## src/rtl/sort_pkg.sv

```systemverilog
// Shared constants and state encoding for the odd-even transposition sorter.
// Latency: n/a (package only).
// Backpressure: n/a (package only).
package sort_pkg;

    localparam int SORT_DATA_WIDTH = 8;
    localparam int SORT_ADDR_WIDTH = 4;

    typedef enum logic [1:0] {
        LOAD = 2'd0,
        SORT = 2'd1,
        DONE = 2'd2
    } sort_state_t;

endpackage

```

## src/rtl/sort_cmp_swap.sv

```systemverilog
// Compare-exchange cell: orders one pair of unsigned values.
// Latency: purely combinational.
// Backpressure: none.
// Ports: a, b in; lo = min(a,b), hi = max(a,b). Equal inputs pass straight through.
module sort_cmp_swap
    import sort_pkg::*;
#(
    parameter int DATA_WIDTH = SORT_DATA_WIDTH
) (
    input  logic [DATA_WIDTH-1:0] a,
    input  logic [DATA_WIDTH-1:0] b,
    output logic [DATA_WIDTH-1:0] lo,
    output logic [DATA_WIDTH-1:0] hi
);

    logic swap;

    // Strictly greater: equal values never swap, which keeps the sort stable.
    assign swap = (a > b);
    assign lo   = swap ? b : a;
    assign hi   = swap ? a : b;

endmodule

```

## src/rtl/sort_top.sv

```systemverilog
// Odd-even transposition sorter over N = 2**ADDR_WIDTH unsigned elements.
// Latency: result registered N+1 cycles after the capture edge (17 at defaults).
// Backpressure: none; the captured input is sorted once, then the result is held until reset.
// Ports: clk, reset (sync, active-high), unsorted_array in, sorted_array out (index 0 = smallest).
module sort_top
    import sort_pkg::*;
#(
    parameter int DATA_WIDTH = SORT_DATA_WIDTH,
    parameter int ADDR_WIDTH = SORT_ADDR_WIDTH,
    localparam int N = 1 << ADDR_WIDTH
) (
    input  logic                  clk,
    input  logic                  reset,
    input  logic [DATA_WIDTH-1:0] unsorted_array [N-1:0],
    output logic [DATA_WIDTH-1:0] sorted_array   [N-1:0]
);

    localparam logic [ADDR_WIDTH:0] PHASE_END = (ADDR_WIDTH + 1)'(N);

    sort_state_t           state;
    logic [ADDR_WIDTH:0]   phase_cnt;
    logic [DATA_WIDTH-1:0] work     [N-1:0];
    logic [DATA_WIDTH-1:0] work_nxt [N-1:0];
    logic [DATA_WIDTH-1:0] pair_lo  [N-2:0];
    logic [DATA_WIDTH-1:0] pair_hi  [N-2:0];

    // One cell per adjacent pair; phase parity decides which cells take effect.
    for (genvar i = 0; i < N - 1; i++) begin : g_cmp
        sort_cmp_swap #(
            .DATA_WIDTH (DATA_WIDTH)
        ) u_cmp (
            .a  (work[i]),
            .b  (work[i+1]),
            .lo (pair_lo[i]),
            .hi (pair_hi[i])
        );
    end

    // Pair (i,i+1) is active when i has the same parity as the phase counter,
    // so even phases use (0,1),(2,3).. and odd phases use (1,2),(3,4)..
    // Active pairs never overlap, so each element has at most one writer.
    always_comb begin
        work_nxt = work;
        for (int i = 0; i < N - 1; i++) begin
            if (i[0] == phase_cnt[0]) begin
                work_nxt[i]   = pair_lo[i];
                work_nxt[i+1] = pair_hi[i];
            end
        end
    end

    always_ff @(posedge clk) begin
        if (reset) begin
            state     <= LOAD;
            phase_cnt <= '0;
            for (int i = 0; i < N; i++) begin
                work[i]         <= '0;
                sorted_array[i] <= '0;
            end
        end else begin
            case (state)
                LOAD: begin
                    work      <= unsorted_array;
                    phase_cnt <= '0;
                    state     <= SORT;
                end
                SORT: begin
                    // N phases are enough for odd-even transposition to fully sort N items.
                    if (phase_cnt == PHASE_END) begin
                        sorted_array <= work;
                        state        <= DONE;
                    end else begin
                        work      <= work_nxt;
                        phase_cnt <= phase_cnt + 1'b1;
                    end
                end
                DONE: begin
                    // Terminal: hold everything until reset.
                end
                default: begin
                    state <= LOAD;
                end
            endcase
        end
    end

endmodule

```

## config.mk

```make
export PLATFORM = sky130hd
export DESIGN_NAME = sort_top
export DESIGN_NICKNAME = d
export VERILOG_FILES = /design/src/rtl/sort_pkg.sv /design/src/rtl/sort_cmp_swap.sv /design/src/rtl/sort_top.sv
export SDC_FILE = /design/constraint.sdc
export NUM_CORES = 1
export LEC_CHECK = 0
export ABC_CLOCK_PERIOD_IN_PS = 3000
export BUFFER_PORTS_ARGS = -buffer_cell sky130_fd_sc_hd__buf_2
export CORE_UTILIZATION = 55
export CTS_CLUSTER_SIZE = 40
export DETAILED_ROUTE_END_ITERATION = 7
export PLACE_DENSITY = 0.88
export SLEW_MARGIN = 20
export SYNTH_ARGS = -nofsm -noshare
export SYNTH_HDL_FRONTEND = slang
export SYNTH_SLANG_ARGS = --single-unit
export TNS_END_PERCENT = 20
```

## constraint.sdc

```tcl
create_clock -name clk -period 3 [get_ports clk]
set_input_delay 0.6 -clock clk [delete_from_list [all_inputs] [get_ports clk]]
set_output_delay 0.6 -clock clk [all_outputs]
set_load 0.05 [all_outputs]
```

==> flow_metrics.env <==
export IMPL_status="completed"
export IMPL_ff2ff_path_depth=6
export IMPL_ys_flop_type="dfxtp_1"
export IMPL_gp_congestion=0.921
export IMPL_critical_path_max_fanout=18
export IMPL_fin_tns_setup_ps=0
export IMPL_cp_slowest_cell="dfxtp_1"
export IMPL_r2r_end="work[104]"
export IMPL_synth_seq_cells=263
export IMPL_drt_first_iter_violations=1581
export IMPL_p_leak_uw=0.00700
export IMPL_regToRegStartpoint="state[0]"
export IMPL_synth_avg_cell_area_um2=8.00
export IMPL_initial_utilization_pct=56.1
export IMPL_detail_route_wl_per_cell_um=18.9
export IMPL_cts_max_level=1
export IMPL_crit_buf_inv=0
export IMPL_tightest_slew_ps=1030
export IMPL_hold_class="in -> reg"
export IMPL_die_width_um=168
export IMPL_synth_top_area_share_pct=34.7
export IMPL_synth_area_top_cells="dfxtp_1, a21oi_1, ha_1"
export IMPL_cpLargestDelayFamily="simple AND/OR/NAND/NOR gates"
export IMPL_antenna_left=0
export IMPL_cts_sinks=263
export IMPL_synth_most_common_cell="a21oi_1"
export IMPL_ys_types=47
export IMPL_vias=15100
export IMPL_grt_max_degree=183
export IMPL_hold_viol=0
export IMPL_port_buffers=257
export IMPL_cts_buffer_depth=3
export IMPL_cp_start_kind="register"
export IMPL_grt_ovfl_total=0
export IMPL_cts_hold_buf=0
export IMPL_synth_top_cell_by_area="dfxtp_1"
export IMPL_crit_chain="nor2b_1, nand2_1, a21oi_1, and3_1, nor2_1, o31ai_1"
export IMPL_fin_util_pct=65.4
export IMPL_synthArstFlopShare_pct=0
export IMPL_finalNetCount=2335
export IMPL_synth_commonest_cells="a21oi_1, nand2_1, dfxtp_1"
export IMPL_dp_hpwl_um=31900
export IMPL_fin_skew_ps=14.0
export IMPL_endpoint_kind="register"
export IMPL_die_height_um=168
export IMPL_rrSetupSlack_ps=180
export IMPL_fmax_mhz=355
export IMPL_via_per_inst=6.19
export IMPL_drive_gt1_share_pct=17.2
export IMPL_root_buffer="clkbuf_16"
export IMPL_synth_warnings=0
export IMPL_placed_cells=2387
export IMPL_setup_viol=0
export IMPL_synth_seq_area_share_pct=34.7
export IMPL_core_area_um2=27000
export IMPL_crit_required_ps=3450
export IMPL_synth_fp_nets=2147
export IMPL_totalWireLength_um=46100
export IMPL_fin_crit_ps=2820
export IMPL_instances_no_fill=2442
export IMPL_antenna_found_initial=0
export IMPL_rows=60
export IMPL_min_path_cells=3
export IMPL_slew_viol_final=0
export IMPL_worstHoldEndpoint="work[6]"
export IMPL_grt_pass1_vias=13800
export IMPL_grt_pass1_wl_um=72300
export IMPL_ios=258
export IMPL_peakVddDrop_uv=420
export IMPL_clkSlewWorstSetupHoldPaths_ps=60
export IMPL_slew_limit_headroom_pct=31.4
export IMPL_power_density_nw_per_um2=738
export IMPL_syn_inst=1895
export IMPL_cts_buffers=29
export IMPL_drc=0
export IMPL_synth_edf_count=0
export IMPL_grt_usage_pct=31.5
export IMPL_path_class="reg -> reg"
export IMPL_period_share_pct=94.0
export IMPL_die_area_um2=28200
export IMPL_rsz0062_at_grt="false"
export IMPL_cp_arrival_ps=3270
export IMPL_syn_cell_area_um2=15200
export IMPL_worstSkewPairLatency_ps=540
export IMPL_totalPowerFinal_uw=13000
export IMPL_area_growth_pct=16.6
export IMPL_n_antenna_cell=0
export IMPL_cts_tree="yes"
export IMPL_slowest_delay_ps=650
export IMPL_drt_first_pass_iters=5
export IMPL_maxCapViolCount=0
export IMPL_min_from="unsorted_array[6]"
## worst max path at each step
stage	from	endpoint	slack, ps	depth (start not counted)
final	state[0]	work[104]	180	6
after global placement	phase_cnt[0]	work[23]	270	8
after floorplan	phase_cnt[0]	work[48]	770	11
after detailed placement	phase_cnt[0]	work[18]	40	8
after CTS	phase_cnt[0]	work[18]	2	8
after global routing	state[0]	work[104]	2	6
## where the power goes
group | switching (uW) | internal, uW | total (uW)
Combinational | 2770 | 1840 | 4610
Clock | 1450 | 2220 | 3670
Sequential | 810 | 3950 | 4760
## state kept, by name (all words and copies together) (netlist names)
| name | flops |
|---|---|
| phase_cnt | 5 |
| state | 2 |
| work | 128 |
| sorted_array | 128 |
## cell usage in the layout (no fill, tap or decap), types with 9 or more instances in the layout
| cell | synthesis | final |
|---|---|---|
| nor3_1 | 20 | 20 |
| o21ai_0 | 36 | 36 |
| a211oi_1 | 16 | 16 |
| o31ai_1 | 104 | 104 |
| or4_1 | 104 | 104 |
| nand4_1 | 29 | 29 |
| nor2_1 | 133 | 132 |
| a21oi_1 | 310 | 310 |
| ha_1 | 122 | 122 |
| clkbuf_16 | 0 | 29 |
| buf_2 | 35 | 256 |
| buf_12 | 0 | 9 |
| mux2i_1 | 111 | 111 |
| dfxtp_1 | 263 | 262 |
| nor2b_1 | 23 | 23 |
| o211ai_1 | 15 | 15 |
| nand2_1 | 275 | 274 |
| buf_4 | 12 | 30 |
| inv_1 | 122 | 122 |
## final cells by class
type                    instances  area, um2
clock buffers                  40        817
fillers                      2267       9350
flip-flops and latches        263       5270
inverters                     122        458
well taps                     341        427
clock inverters                 9        146
multi-input cells            1371       8860
repair buffers                296       1700
## cell families (layout without fill, tap and decap cells)
family	Yosys count	count (layout)	synth area share, %
buf+inv	261	467	7.15
compound gates	526	526	21.3
mux	111	111	7.33
fa+ha+maj	122	122	10.1
flops	263	263	34.7
simple gates	612	612	19.4
## per-layer routing
metal | up-vias | part of all wire [%] | GRT usage [%] | wire length (um)
met5 | - | 0 | 0 | 0
met4 | 0 | 3.7 | 12.9 | 1690
met3 | 139 | 9.0 | 4.51 | 4170
met2 | 817 | 46 | 51.6 | 21100
met1 | 7001 | 41 | 41.8 | 19100
li1 | 7166 | - | - | -
## through the flow
stage,hold WS [ps],worst slack (ps),cell area [um2]
finish,410,180,17700
global route,409,2.38,17700
CTS,393,2.21,17600
detailed placement,444,42.0,16600
global placement,439,265,16600
floorplan,445,765,15200
## worst register-to-register path: cells and delay by family (launching register included)
| family | cells | cell delay (ps) |
|---|---|---|
| simple gates | 4 | 1540 |
| compound gates | 2 | 540 |
| flops | 1 | 650 |
## timing repair
item                       4_1_cts  5_1_grt
setup endpoints to repair        0       40
resized for setup                0        2
setup buffers                    0        6
No activity file was read; power rests on OpenSTA's default activity.
